`src/rtl/character_motion.sv`:
```
`default_nettype none
// ============================================================================
//  Module   : character_motion
//  Purpose  : Player sprite motion controller. Turns one-cycle jump/fail
//             requests into per-tick x/y updates along a gravity arc (jumps)
//             or an accelerating drop (fails), and pulses `landed` when the
//             move completes.
//  Options  : CHAR_JUMP_BUFFER_EN - when defined, one request seen while
//             airborne is held and started after the landing IDLE cycle.
//  Revision : 1.0 - initial release
// ============================================================================
module character_motion #(
  parameter int TICK_DIV     = 78_000,
  parameter int X_START      = 355,
  parameter int Y_START      = 454,
  parameter int X_MIN        = 0,
  parameter int X_MAX        = 711,
  parameter int STEP_X       = 1,
  parameter int JUMP_V0      = 8,
  parameter int GRAVITY      = 1,
  parameter int FALL_Y_LIMIT = 599
) (
  input  logic       clk,
  input  logic       rst,
  input  logic       module_en,
  input  logic       jump_left,
  input  logic       jump_right,
  input  logic       jump_fail,
  output logic [9:0] char_x,
  output logic [9:0] char_y,
  output logic       fly_flag,
  output logic       char_mirror,
  output logic       busy,
  output logic       landed
);

  localparam int CNT_W = (TICK_DIV > 1) ? $clog2(TICK_DIV) : 1;

  localparam logic [CNT_W-1:0] C_TICK_LAST = CNT_W'(TICK_DIV - 1);
  localparam logic signed [11:0] C_X_MIN   = 12'(X_MIN);
  localparam logic signed [11:0] C_X_MAX   = 12'(X_MAX);
  localparam logic signed [11:0] C_STEP_X  = 12'(STEP_X);
  localparam logic signed [10:0] C_Y_GND   = 11'(Y_START);
  localparam logic signed [10:0] C_Y_FALL  = 11'(FALL_Y_LIMIT);
  localparam logic signed [9:0]  C_GRAV    = 10'(GRAVITY);
  localparam logic signed [7:0]  C_VY_LAUNCH = 8'(-JUMP_V0);

  typedef enum logic [1:0] {
    S_IDLE   = 2'd0,
    S_JUMP_R = 2'd1,
    S_JUMP_L = 2'd2,
    S_FALL   = 2'd3
  } state_t;

  typedef enum logic [1:0] {
    REQ_NONE  = 2'd0,
    REQ_RIGHT = 2'd1,
    REQ_LEFT  = 2'd2,
    REQ_FAIL  = 2'd3
  } req_t;

  state_t            state_q, state_d;
  logic [CNT_W-1:0]  cnt_q, cnt_d;
  logic [9:0]        x_q, x_d;
  logic [9:0]        y_q, y_d;
  logic signed [7:0] vy_q, vy_d;
  logic              fly_q, fly_d;
  logic              mirror_q, mirror_d;
  logic              landed_q, landed_d;
`ifdef CHAR_JUMP_BUFFER_EN
  req_t              buf_q, buf_d;
`endif

  logic               w_tick;
  req_t               w_new_req;
  req_t               w_start_req;
  logic signed [10:0] w_y_sum;
  logic [9:0]         w_y_step;
  logic signed [9:0]  w_vy_sum;
  logic signed [7:0]  w_vy_next;
  logic signed [11:0] w_x_ext;
  logic [9:0]         w_x_right;
  logic [9:0]         w_x_left;

  function automatic logic [9:0] clamp_x(input logic signed [11:0] v);
    if (v < C_X_MIN)      return C_X_MIN[9:0];
    else if (v > C_X_MAX) return C_X_MAX[9:0];
    else                  return v[9:0];
  endfunction

  // Datapath helpers: tick strobe, request priority, saturating arithmetic
  always_comb begin
    w_tick = (cnt_q == C_TICK_LAST);

    if (jump_fail)       w_new_req = REQ_FAIL;
    else if (jump_left)  w_new_req = REQ_LEFT;
    else if (jump_right) w_new_req = REQ_RIGHT;
    else                 w_new_req = REQ_NONE;

`ifdef CHAR_JUMP_BUFFER_EN
    w_start_req = (buf_q != REQ_NONE) ? buf_q : w_new_req;
`else
    w_start_req = w_new_req;
`endif

    // y + vy at 11-bit signed width; negative results pin to the top edge
    w_y_sum  = $signed({1'b0, y_q}) + $signed({{3{vy_q[7]}}, vy_q});
    w_y_step = (w_y_sum < 11'sd0) ? 10'd0 : w_y_sum[9:0];

    // vy + gravity saturates to the 8-bit signed range
    w_vy_sum = $signed({{2{vy_q[7]}}, vy_q}) + C_GRAV;
    if (w_vy_sum > 10'sd127)       w_vy_next = 8'sd127;
    else if (w_vy_sum < -10'sd128) w_vy_next = -8'sd128;
    else                           w_vy_next = w_vy_sum[7:0];

    w_x_ext   = $signed({2'b00, x_q});
    w_x_right = clamp_x(w_x_ext + C_STEP_X);
    w_x_left  = clamp_x(w_x_ext - C_STEP_X);
  end

  // Next-state and output logic for the motion FSM
  always_comb begin
    state_d  = state_q;
    cnt_d    = w_tick ? '0 : cnt_q + CNT_W'(1);
    x_d      = x_q;
    y_d      = y_q;
    vy_d     = vy_q;
    fly_d    = fly_q;
    mirror_d = mirror_q;
    landed_d = 1'b0;
`ifdef CHAR_JUMP_BUFFER_EN
    buf_d    = buf_q;
`endif

    if (state_q == S_IDLE) begin
      // Requests are taken on any clk, not just on ticks
      fly_d = 1'b0;
`ifdef CHAR_JUMP_BUFFER_EN
      buf_d = REQ_NONE;
`endif
      case (w_start_req)
        REQ_FAIL:  begin state_d = S_FALL;   vy_d = 8'sd0;       end
        REQ_LEFT:  begin state_d = S_JUMP_L; vy_d = C_VY_LAUNCH; end
        REQ_RIGHT: begin state_d = S_JUMP_R; vy_d = C_VY_LAUNCH; end
        default:   ;
      endcase
    end else begin
`ifdef CHAR_JUMP_BUFFER_EN
      // First request seen while airborne wins and is kept until IDLE
      if (buf_q == REQ_NONE) buf_d = w_new_req;
`endif
      if (w_tick) begin
        fly_d = 1'b1;
        if (state_q == S_FALL) begin
          if (w_y_sum >= C_Y_FALL) begin
            y_d      = C_Y_FALL[9:0];
            landed_d = 1'b1;
            fly_d    = 1'b0;
            state_d  = S_IDLE;
          end else begin
            y_d  = w_y_step;
            vy_d = w_vy_next;
          end
        end else begin
          mirror_d = (state_q == S_JUMP_L);
          x_d      = (state_q == S_JUMP_L) ? w_x_left : w_x_right;
          // Only a descending sprite can touch the ground line
          if ((vy_q > 8'sd0) && (w_y_sum >= C_Y_GND)) begin
            y_d      = C_Y_GND[9:0];
            landed_d = 1'b1;
            fly_d    = 1'b0;
            state_d  = S_IDLE;
          end else begin
            y_d  = w_y_step;
            vy_d = w_vy_next;
          end
        end
      end
    end
  end

  // State registers; disable behaves exactly like reset and drops any flight
  always_ff @(posedge clk) begin
    if (rst || !module_en) begin
      state_q  <= S_IDLE;
      cnt_q    <= '0;
      x_q      <= 10'(X_START);
      y_q      <= 10'(Y_START);
      vy_q     <= 8'sd0;
      fly_q    <= 1'b0;
      mirror_q <= 1'b0;
      landed_q <= 1'b0;
`ifdef CHAR_JUMP_BUFFER_EN
      buf_q    <= REQ_NONE;
`endif
    end else begin
      state_q  <= state_d;
      cnt_q    <= cnt_d;
      x_q      <= x_d;
      y_q      <= y_d;
      vy_q     <= vy_d;
      fly_q    <= fly_d;
      mirror_q <= mirror_d;
      landed_q <= landed_d;
`ifdef CHAR_JUMP_BUFFER_EN
      buf_q    <= buf_d;
`endif
    end
  end

  assign char_x      = x_q;
  assign char_y      = y_q;
  assign fly_flag    = fly_q;
  assign char_mirror = mirror_q;
  assign busy        = (state_q != S_IDLE);
  assign landed      = landed_q;

endmodule
`default_nettype wire

```
`config.mk`:
```
export PLATFORM = sky130hd
export DESIGN_NAME = character_motion
export DESIGN_NICKNAME = d
export VERILOG_FILES = /design/src/rtl/character_motion.sv
export SDC_FILE = /design/constraint.sdc
export NUM_CORES = 1
export LEC_CHECK = 0
export BUFFER_PORTS_ARGS = -buffer_cell sky130_fd_sc_hd__buf_2
export CAP_MARGIN = 20
export CORE_ASPECT_RATIO = 0.6
export CORE_MARGIN = 3
export CORE_UTILIZATION = 38
export DETAILED_ROUTE_END_ITERATION = 8
export SLEW_MARGIN = 20
export SYNTH_ARGS = -nofsm -noshare
export SYNTH_HDL_FRONTEND = slang
export SYNTH_SLANG_ARGS = --single-unit
```
`constraint.sdc`:
```
create_clock -name clk -period 3.4 [get_ports clk]
set_input_delay 0.51 -clock clk [delete_from_list [all_inputs] [get_ports clk]]
set_output_delay 0.51 -clock clk [all_outputs]
set_load 0.05 [all_outputs]
```
==> flow_metrics.env <==
export IMPL_status="complete, no violations"
export IMPL_yosysTopAreaCell="dfxtp_1"
export IMPL_synth_edf_count=0
export IMPL_power_density_nw_per_um2=353
export IMPL_antenna_found_initial=0
export IMPL_synthTopCellsByArea="dfxtp_1 (25%), ha_1 (7.6%), nor2_1 (4.6%)"
export IMPL_yosysUniqueCellTypes=80
export IMPL_numPlacedInstances=656
export IMPL_nFillCells=1012
export IMPL_crit_chain="ha_1 > a211o_1 > a211oi_1 > o2bb2ai_1 > o31ai_1 > a211o_1 > a21boi_0 > or3_1 > o41ai_1"
export IMPL_cp_common_cell="a211o_1"
export IMPL_crit_path_start_kind="flop"
export IMPL_finalHoldViolations=0
export IMPL_end_kind="flop"
export IMPL_place_congestion=0.977
export IMPL_cts_resized=0
export IMPL_slew_viol_final=0
export IMPL_p_leak_uw=0.00171
export IMPL_tightest_slew_ns=1.01
export IMPL_cp_slowest_cell="dfxtp_1"
export IMPL_hp_class="flop to flop"
export IMPL_grt_max_degree=21
export IMPL_yosys_most_used_dff="dfxtp_1"
export IMPL_period_share=0.919
export IMPL_fmax_mhz=320
export IMPL_ir_drop_mv=0.198
export IMPL_postCtsHoldBufs=0
export IMPL_overflow=0
export IMPL_worstPathRequired_ns=3.59
export IMPL_numClockSinks=50
export IMPL_cap_violations=0
export IMPL_synth_most_common_cell="dfxtp_1"
export IMPL_grt_pass1_vias=3517
export IMPL_syn2layout_area_growth_pct=12.8
export IMPL_syn_area_per_cell_um2=7.84
export IMPL_ctsLongestPathBuffers=2
export IMPL_yosysWarnings=0
export IMPL_clk_latency_ns=0.29
export IMPL_drc=0
export IMPL_cp_max_fo=7
export IMPL_antenna_cells=0
export IMPL_grt_pass1_wl_mm=18.3
export IMPL_io_buffers=29
export IMPL_drtIter0Drc=446
export IMPL_path_class="flop to flop"
export IMPL_die_area_um2=11600
export IMPL_boundaryPins=30
export IMPL_die_y_um=84.8
export IMPL_drt_pass1_iterations=5
export IMPL_cp_num_buf_inv=0
export IMPL_async_reset_ff_frac=0
export IMPL_syn_nets=532
export IMPL_path_delay_family="compound AO/OA/AOI/OAI gates"
export IMPL_critPathMaxStageDelay_ns=0.50
export IMPL_cts_clk_slew_worst_paths_ns=0.07
export IMPL_start_util=0.395
export IMPL_rows=28
export IMPL_die_w_um=137
export IMPL_cts_root_buffer="clkbuf_16"
export IMPL_cts_max_level=2
export IMPL_seq_area_frac_synth=0.255
export IMPL_arrival_ns=3.32
export IMPL_synth_top_area_share=0.255
export IMPL_syn_area_um2=3930
export IMPL_synth_common_cells="dfxtp_1 (50), nor2_1 (48), nand2_1 (38)"
export IMPL_slew_headroom=0.322
export IMPL_final_antenna_net_count=0
export IMPL_groute_usage_overall=0.195
export IMPL_dp_hpwl_mm=8.54
export IMPL_routedWlPerCell_um=16.8
export IMPL_skew_ns=0.00317
export IMPL_cts_made_buffers=5
export IMPL_syn_instance_count=501
export IMPL_via_count=3928
export IMPL_drt_total_wl_mm=11.2
export IMPL_rsz0062_at_grt="false"
export IMPL_core_area_um2=9950
export IMPL_post_cts_buffers=0
export IMPL_cts_tree="done"
export IMPL_final_nets=559
export IMPL_final_cells=664
export IMPL_ys_ff_latch=50
export IMPL_vias_per_cell=5.92
export IMPL_setup_viol=0
export IMPL_drive_gt1_frac=0.155
export IMPL_tns_ns=0
export IMPL_min_period_ns=3.13
==> flip-flops by register name, indices dropped and copies added, names as in the netlist <==
name / cells
char_y: 10
landed: 1
char_mirror: 1
char_x: 10
fly_flag: 1
state_q: 2
cnt_q: 17
vy_q: 8
==> cell type report <==
class,count,area (um^2),area share
multi-input combinational,399,2720,0.614
sequential,50,1000,0.226
timing repair buffer,47,280,0.0632
tap,135,169,0.0381
clock buffer,6,129,0.0291
inverter,25,93.8,0.0212
clock inverter,2,37.5,0.00847
==> stage by stage <==
| step | utilization | total power, uW | setup WS (ns) | hold slack (ns) | cell area [um^2] |
|---|---|---|---|---|---|
| 6_report | 0.446 | 1570 | 0.274 | 0.474 | 4430 |
| 5_1_grt | 0.446 | 1640 | 0.0785 | 0.496 | 4430 |
| 4_1_cts | 0.445 | 1570 | 0.230 | 0.473 | 4430 |
| 3_5_place_dp | 0.429 | 992 | 0.273 | 0.456 | 4270 |
| 3_3_place_gp | 0.429 | 987 | 0.418 | 0.459 | 4270 |
| 2_1_floorplan | - | 890 | 0.115 | 0.430 | 3930 |
==> logic make-up (layout without fill, tap and decap cells) <==
family / after synthesis / after routing / share of synthesized area
xor gates and xnor gates: 25 / 25 / 0.0576
AOI/OAI and AO/OA: 144 / 144 / 0.270
DFF: 50 / 50 / 0.255
and+or+nand+nor: 203 / 203 / 0.278
buffers and inverters: 52 / 80 / 0.0525
muxes: 2 / 2 / 0.00510
adders and majority gates: 25 / 25 / 0.0815
==> worst paths after layout <==
path / from / to / slack (ns) / cells after the start
min: cnt_q[0] / cnt_q[0] / 0.47 / 1
min reg2reg: cnt_q[0] / cnt_q[0] / 0.47 / 1
max reg2reg: vy_q[1] / state_q[0] / 0.27 / 9
max: vy_q[1] / state_q[0] / 0.27 / 9
==> layer usage <==
| layer | share of wire | vias to the layer above | GRT usage |
|---|---|---|---|
| met5 | 0 | - | 0 |
| met4 | 0.0080 | 0 | 0.0389 |
| met3 | 0.088 | 10 | 0.0311 |
| met2 | 0.38 | 170 | 0.253 |
| met1 | 0.52 | 1829 | 0.325 |
| li1 | - | 1919 | - |
==> layout by cell type, fill, tap and decap left out, types with 4 or more instances in the layout <==
master	n
a211o_1	6
a211oi_1	6
a21o_1	6
a21oi_1	30
a31oi_1	5
a32oi_1	4
and2_1	4
and3_1	10
buf_2	29
buf_4	18
clkbuf_16	5
dfxtp_1	49
ha_1	24
inv_1	25
nand2_1	38
nand2b_1	6
nand3_1	23
nand4_1	10
nor2_1	48
nor3_1	18
nor4_1	6
o21a_1	5
o21ai_0	14
o21ai_1	10
o311ai_1	6
o31ai_1	14
or2_2	6
or3_1	7
xnor2_1	13
xor2_1	11
==> power breakdown <==
group          internal, uW  switching [uW]
sequential              596            18.1
combinational           132             243
clock                   348             228
total                  1080             489
Power figures use the tool's default switching activity.
